$ cat src/rtl/pe_inject_vc.sv
// PE injection port: per-VC FWFT FIFOs fed from the PE, each head requesting the
// cw or ccw ring output according to its direction bit.
module pe_inject_vc #(
  parameter int unsigned DATA_WIDTH = 64,
  parameter int unsigned NUM_VC     = 2,
  parameter int unsigned DEPTH      = 4,
  parameter int unsigned DIR_BIT    = 62,
  localparam int unsigned VC_W      = (NUM_VC > 1) ? $clog2(NUM_VC) : 1,
  localparam int unsigned CNT_W     = $clog2(DEPTH) + 1
) (
  input  logic                           clk,
  input  logic                           rst,
  input  logic                           pesi,
  input  logic [DATA_WIDTH-1:0]          pedi,
  input  logic [VC_W-1:0]                vc_sel,
  output logic                           peri,
  output logic [NUM_VC-1:0]              req_cw,
  output logic [NUM_VC-1:0]              req_ccw,
  input  logic [NUM_VC-1:0]              gnt_cw,
  input  logic [NUM_VC-1:0]              gnt_ccw,
  output logic [NUM_VC*DATA_WIDTH-1:0]   data_cw,
  output logic [NUM_VC*DATA_WIDTH-1:0]   data_ccw,
  output logic [NUM_VC*CNT_W-1:0]        occ,
  output logic                           err
);

  localparam int unsigned PTR_W = $clog2(DEPTH);

  logic [DATA_WIDTH-1:0] mem_q    [NUM_VC][DEPTH];
  logic [PTR_W-1:0]      wr_ptr_q [NUM_VC];
  logic [PTR_W-1:0]      rd_ptr_q [NUM_VC];
  logic [CNT_W-1:0]      cnt_q    [NUM_VC];
  logic                  err_q;

  logic [DATA_WIDTH-1:0] head [NUM_VC];
  logic [NUM_VC-1:0]     empty, full, dir, push, pop;
  logic                  sel_valid, sel_full, err_set;

  always_comb begin
    sel_valid = 1'b0;
    sel_full  = 1'b0;
    for (int v = 0; v < NUM_VC; v++) begin
      empty[v] = (cnt_q[v] == '0);
      full[v]  = (cnt_q[v] == CNT_W'(DEPTH));
      head[v]  = mem_q[v][rd_ptr_q[v]];
      dir[v]   = head[v][DIR_BIT];
      if (vc_sel == VC_W'(v)) begin
        sel_valid = 1'b1;
        sel_full  = full[v];
      end
    end
  end

  // Ready never looks at same-cycle grants: no push into a full FIFO even if it pops.
  assign peri    = sel_valid & ~sel_full;
  assign req_cw  = ~empty & ~dir;
  assign req_ccw = ~empty & dir;

  always_comb begin
    for (int v = 0; v < NUM_VC; v++) begin
      push[v] = pesi & peri & (vc_sel == VC_W'(v));
      pop[v]  = ((gnt_cw[v] & req_cw[v]) | (gnt_ccw[v] & req_ccw[v]))
                & ~(gnt_cw[v] & gnt_ccw[v]);
    end
  end

  // Out-of-range vc_sel with pesi is caught by the ~peri term.
  assign err_set = (pesi & ~peri)
                 | (|(gnt_cw & ~req_cw))
                 | (|(gnt_ccw & ~req_ccw))
                 | (|(gnt_cw & gnt_ccw));

  always_ff @(posedge clk) begin
    if (rst) begin
      err_q <= 1'b0;
      for (int v = 0; v < NUM_VC; v++) begin
        wr_ptr_q[v] <= '0;
        rd_ptr_q[v] <= '0;
        cnt_q[v]    <= '0;
        for (int d = 0; d < DEPTH; d++) begin
          mem_q[v][d] <= '0;
        end
      end
    end else begin
      err_q <= err_q | err_set;
      for (int v = 0; v < NUM_VC; v++) begin
        if (push[v]) begin
          mem_q[v][wr_ptr_q[v]] <= pedi;
          wr_ptr_q[v]           <= wr_ptr_q[v] + PTR_W'(1);
        end
        if (pop[v]) begin
          rd_ptr_q[v] <= rd_ptr_q[v] + PTR_W'(1);
        end
        if (push[v] && !pop[v]) begin
          cnt_q[v] <= cnt_q[v] + CNT_W'(1);
        end else if (pop[v] && !push[v]) begin
          cnt_q[v] <= cnt_q[v] - CNT_W'(1);
        end
      end
    end
  end

  for (genvar g = 0; g < NUM_VC; g++) begin : g_out
    assign data_cw[g*DATA_WIDTH +: DATA_WIDTH]  = head[g];
    assign data_ccw[g*DATA_WIDTH +: DATA_WIDTH] = head[g];
    assign occ[g*CNT_W +: CNT_W]                = cnt_q[g];
  end

  assign err = err_q;

endmodule

$ cat config.mk
export PLATFORM = sky130hd
export DESIGN_NAME = pe_inject_vc
export DESIGN_NICKNAME = d
export VERILOG_FILES = /design/src/rtl/pe_inject_vc.sv
export SDC_FILE = /design/constraint.sdc
export NUM_CORES = 1
export LEC_CHECK = 0
export CAP_MARGIN = 20
export CORE_MARGIN = 4
export CORE_UTILIZATION = 30
export DETAILED_ROUTE_END_ITERATION = 10
export PLACE_DENSITY = 0.46
export SLEW_MARGIN = 20
export SYNTH_ARGS = -nofsm -noshare
export SYNTH_HDL_FRONTEND = slang
export SYNTH_SLANG_ARGS = --single-unit
$ cat constraint.sdc
create_clock -name clk -period 6.12 [get_ports clk]
set_clock_uncertainty 0.15 [all_clocks]
set_input_delay 0.612 -clock clk [delete_from_list [all_inputs] [get_ports clk]]
set_output_delay 0.612 -clock clk [all_outputs]
set_load 0.02 [all_outputs]
==> impl_metrics.json, run 1 <==
{
  "status": "finished clean",
  "detail_route.iter0.violations": 1080,
  "drcViolationCount": 0,
  "grt_pass1_wl_um": 101000,
  "crit_arrival_ns": 3.70,
  "syn_to_final_growth_pct": 22.1,
  "cts.sinks": 527,
  "core_um2": 79400,
  "ys.flop_type": "edfxtp_1",
  "fillers": 7508,
  "cts_tree": "built",
  "fin_crit_ns": 4.46,
  "cts_buffer_depth": 3,
  "max_freq_mhz": 224,
  "cts_setup_buffers": 0,
  "crit_required_ns": 5.36,
  "syn_inst": 1539,
  "root_buffer": "clkbuf_16",
  "timing.rr.start": "rd_ptr_q[0][2]",
  "p_leak_nw": 11.9,
  "cp_max_fo": 37,
  "clk_latency_ns": 0.61,
  "min_from": "err",
  "crit_family": "buffers and inverters",
  "fp.dieH_um": 292,
  "synth_warnings": 0,
  "critical_path_class": "reg -> out",
  "routed_via_density": 5.01,
  "syn-num-nets": 1623,
  "holdWs_ns": 0.441,
  "setup_viol": 0,
  "dr.pass1.iters": 5,
  "crit_buf_inv": 3,
  "die_w_um": 292,
  "hpwlAfterDp_um": 38500,
  "grt_max_degree": 111,
  "max_stage_delay_ns": 0.82,
  "cts_hold_buf": 0,
  "crit_start": "rd_ptr_q[0][0]",
  "post-route-util_pct": 37.1,
  "postLayoutCellArea_um2": 29500,
  "first_global_vias": 15000,
  "antenna_found_initial": 0,
  "routed-via-count": 13900,
  "cpMaxStageDelayCell": "buf_4",
  "synth-seq-cells": 527,
  "syn_avg_cell_area_um2": 15.7,
  "final_max_slew_viol_count": 0,
  "ctsResizeCount": 0,
  "period_share_pct": 72.9,
  "cp-end-kind": "primary output",
  "crit_path_cell_trace": "buf_4 > buf_4 > mux4_2 > clkdlybuf4s50_1",
  "hold_viol_final": 0,
  "post_drt_wl_per_cell_um": 24.8,
  "clk_pin_slew_ns": 0.06,
  "fin_setup_tns_ns": 0,
  "place_area_um2": 27700,
  "grt-ovfl-total": 0,
  "grt_usage_pct": 15.8,
  "synthesis.area_um2": 24100,
  "final_common_cell": "edfxtp_1",
  "cts_buffers": 60,
  "nNetsFinal": 1767,
  "drive_gt1_share_pct": 13.9,
  "routed_wl_um": 69000,
  "start_util_pct": 30.4,
  "ant_nets": 0,
  "seq_area_frac_synth_pct": 65.5,
  "synth-edff-count": 526,
  "startpoint_type": "flip-flop",
  "maxCapViolations": 0,
  "setup_slack_ns": 1.66,
  "yosysUniqueCellTypes": 38,
  "pre_cts_slack_ns": 1.70,
  "slew_headroom_pct": 24.3,
  "pin_count": 340,
  "path_common_cell": "buf_4",
  "placement_rows": 103,
  "powerDensity_nw_per_um2": 348,
  "tightestPinTransition_ns": 1.14,
  "die_area_um2": 85100,
  "rsz0062_at_grt": "no",
  "synth-async-reset-ratio_pct": 0,
  "final_cell_mix": "edfxtp_1 (526), and3_1 (514), clkdlybuf4s50_1 (339), mux4_2 (128), clkbuf_16 (61)",
  "vdd_drop_max_uv": 195,
  "htreeDepth": 2,
  "place.gp.congestion": 0.700,
  "portBuffers": 339,
  "hold_path.class": "reg -> reg"
}
[worst register-to-register path: stages (launching register included)]
cell	delay, ns
edfxtp_1	0.79
buf_12	0.50
mux4_2	0.75
mux2i_1	0.32
a2bb2oi_1	0.19
a2bb2oi_4	0.25
o22ai_1	0.10
o22a_1	0.20
[Yosys cell counts (2+ instances only)]
library cell	n	area [um^2]
and3_1	515	3220
clkbuf_1	128	480
nand2b_1	8	50.1
edfxtp_1	526	15800
and2_1	3	18.8
mux4_2	128	2880
buf_2	10	50.1
o21ai_0	3	15.0
mux2i_1	3	30.0
nand2_1	3	11.3
nor2_1	11	41.3
buf_1	5	18.8
ha_1	11	138
xnor2_1	4	35.0
nor3b_2	2	25.0
inv_1	10	37.5
a21o_1	9	67.6
nor2b_1	7	43.8
buf_4	129	968
or2_2	2	12.5
nor3b_1	3	22.5
nor3_1	3	15.0
[power breakdown]
group,switching (mW),internal [mW],total (mW)
clock network,1.42,1.89,3.31
logic,1.55,1.13,2.68
registers,0.0803,4.20,4.28
total,3.05,7.22,10.3
[layer usage]
layer  vias up  share of wire [%]  track usage [%]
met2       350                 51             28.3
li1       6167                  -                -
met1      7304                 42             20.0
met4         0                2.0             3.56
met3        90                4.0             2.68
met5         -                  0                0
[registers in the layout, summed over array words and instances, names as in the netlist]
register / count
cnt_q: 6
err: 1
mem_q: 512
rd_ptr_q: 4
wr_ptr_q: 4
[kinds of logic after synthesis]
kind of cell / after synthesis / share of synthesized area [%]
compound gates: 20 / 0.669
xor+xnor: 5 / 0.181
mux: 131 / 12.1
buf+inv: 282 / 6.44
fa+ha+maj: 12 / 0.653
simple gates: 562 / 14.5
flops: 527 / 65.5
[final timing paths]
| check | endpoint | depth (start not counted) | slack (ns) |
|---|---|---|---|
| setup / recovery | data_ccw[51] | 4 | 1.66 |
| hold reg to reg | err | 2 | 0.44 |
| hold / removal | err | 2 | 0.44 |
| setup reg to reg | cnt_q[1][2] | 7 | 2.62 |
[stage by stage]
| step | total power [mW] | instances |
|---|---|---|
| 6_report | 10.3 | 2778 |
| 5_1_grt | 10.7 | 2777 |
| 4_1_cts | 10.4 | 2776 |
| 3_5_place_dp | 7.10 | 2670 |
| 3_3_place_gp | 7.08 | 2666 |
| 2_1_floorplan | 5.97 | 1539 |
[area by class of cell]
class | instances | area, um^2 | area share (%)
multi-input combinational | 730 | 6950 | 23.6
antenna | 1 | 2.50 | 0.00849
clock buffer | 78 | 1590 | 5.40
tap | 1050 | 1310 | 4.46
inverter | 10 | 37.5 | 0.127
timing repair buffer | 354 | 3590 | 12.2
clock inverter | 28 | 176 | 0.599
sequential | 527 | 15800 | 53.7
No activity file was read; power rests on OpenSTA's default activity.
==> run 2, diff against run 1 <==
PLACE_DENSITY = 0.48   (was 0.46)
clock period = 3.6 ns   (was 6.12 ns; I/O delays follow)
==> impl_metrics.json, run 2 (same netlist as run 1, synthesis figures left out) <==
{
  "status": "finished clean",
  "final_max_slew_viol_count": 0,
  "slew_headroom_pct": 39.9,
  "setup_viol": 0,
  "routed_wl_um": 70100,
  "start_util_pct": 30.4,
  "cp_max_fo": 65,
  "holdWs_ns": 0.262,
  "max_stage_delay_ns": 0.67,
  "cts_buffers": 59,
  "rsz0062_at_grt": "no",
  "drcViolationCount": 0,
  "drive_gt1_share_pct": 15.5,
  "powerDensity_nw_per_um2": 595,
  "cpMaxStageDelayCell": "mux4_2",
  "grt-ovfl-total": 0,
  "period_share_pct": 93.1,
  "die_area_um2": 85100,
  "use_met1_pct": 21.6,
  "crit_start": "rd_ptr_q[0][0]",
  "p_leak_nw": 12.1,
  "grt_pass1_wl_um": 104000,
  "startpoint_type": "flip-flop",
  "pwr-share-clk_pct": 33.1,
  "seqPwrFrac_pct": 40.9,
  "root_buffer": "clkbuf_16",
  "place.gp.congestion": 0.751,
  "maxCapViolations": 0,
  "regMostFlops": "mem_q",
  "fp.dieH_um": 292,
  "grt_use_met3_pct": 2.28,
  "critical_path_class": "reg -> out",
  "pin_count": 340,
  "tightestPinTransition_ns": 0.901,
  "placement_rows": 103,
  "post_drt_wl_per_cell_um": 25.0,
  "cts_setup_buffers": 0,
  "endpoint": "data_ccw[63]",
  "grt_usage_pct": 16.2,
  "nNetsFinal": 1792,
  "ant_nets": 0,
  "cts_hold_buf": 0,
  "first_global_vias": 15000,
  "final_cell_mix": "edfxtp_1 (526), and3_1 (514), clkdlybuf4s50_1 (339), mux4_2 (128), clkbuf_16 (59)",
  "busiest_layer": "met2",
  "rrSetupSlack_ns": 0.43,
  "clk_pin_slew_ns": 0.06,
  "switching_share_pct": 29.4,
  "portBuffers": 339,
  "clk_latency_ns": 0.61,
  "syn_to_final_growth_pct": 23.8,
  "hold_path.class": "in -> reg",
  "fin_setup_tns_ns": 0,
  "routed-via-count": 14000,
  "detail_route.iter0.violations": 1139,
  "cts_buffer_depth": 3,
  "core_um2": 79400,
  "timing.rr.start": "cnt_q[0][0]",
  "r2r-end": "cnt_q[0][2]",
  "grt_max_degree": 189,
  "antenna_found_initial": 3,
  "die_w_um": 292,
  "crit_arrival_ns": 2.84,
  "power_switching_mw": 5.24,
  "cp-end-kind": "primary output",
  "p_int_mw": 12.6,
  "max_freq_mhz": 298,
  "hold_viol_final": 0,
  "vdd_drop_max_uv": 400,
  "combPwrFrac_pct": 26.0,
  "final_common_cell": "edfxtp_1",
  "reg2regPathDepth": 9,
  "met2_usage_pct": 28.4,
  "cts.sinks": 527,
  "crit_path_cell_trace": "buf_12 > mux4_2 > clkdlybuf4s50_1",
  "dr.pass1.iters": 5,
  "ctsResizeCount": 0,
  "hpwlAfterDp_um": 40300,
  "routed_via_density": 4.99,
  "crit_required_ns": 3.09,
  "fin_crit_ns": 3.35,
  "cts_tree": "built",
  "largest_register_ffs": 512,
  "htreeDepth": 2,
  "top_regs": "mem_q x512, cnt_q x6"
}
-- run 2: cell count changes in the layout (fill, tap and decap cells not counted) --
cell       change
bufinv_16      +4
clkinv_1       -4
clkinv_2       +2
buf_6          -1
diode_2        +1
buf_16         -1
buf_12        +13
clkbuf_16      -2
inv_6          +3
buf_4         +15
-- run 2: cell type report --
cell class	instances	area, um^2
fill	7507	49500
clock inverter	33	318
timing repair buffer	380	3930
inverter	10	37.5
multi-input combinational	730	6950
clock buffer	76	1540
antenna	2	5.00
sequential	527	15800
tap	1050	1310
-- run 2: routing by layer --
metal,part of all wire (%),vias to the layer above
li1,-,6230
met1,43,7313
met2,51,383
met3,4.2,71
met4,1.3,2
met5,0.019,-
-- run 2: how the worst min path moves through the flow --
stage          startpoint  end  slack [ns]  cells past startpoint
6_report              rst  err        0.26                      2
5_1_grt               rst  err        0.24                      2
4_1_cts               rst  err        0.20                      2
3_5_place_dp          err  err        0.40                      2
3_3_place_gp          err  err        0.39                      2
2_1_floorplan   gnt_cw[1]  err        0.39                      2
-- run 2: power groups by stage --
stage | Clock [mW] | Combinational, mW | Sequential (mW)
after global routing | 6.29 | 4.92 | 7.31
after detailed placement | 0 | 4.74 | 7.41
after global placement | 0 | 4.73 | 7.38
final | 5.89 | 4.63 | 7.27
after floorplan | 0 | 2.76 | 7.39
after CTS | 6.04 | 4.75 | 7.28
-- run 2: per-stage QoR --
step                total power [mW]  area, um^2  util, %  instances  setup WS (ns)
CTS                             18.1       29900     37.7       2806          0.165
floorplan                       10.1       24100        -       1539          0.293
detailed placement              12.1       28000     35.3       2697          0.444
global placement                12.1       28000     35.3       2697          0.448
finish                          17.8       29900     37.7       2808          0.249
global route                    18.5       29900     37.7       2806         0.0700
-- run 2: worst max-delay path: cells and delay by family, from the launching register on --
kind | cells | cell delay, ns
buffers and inverters | 2 | 1.09
multiplexers | 1 | 0.67
flip-flops | 1 | 0.42
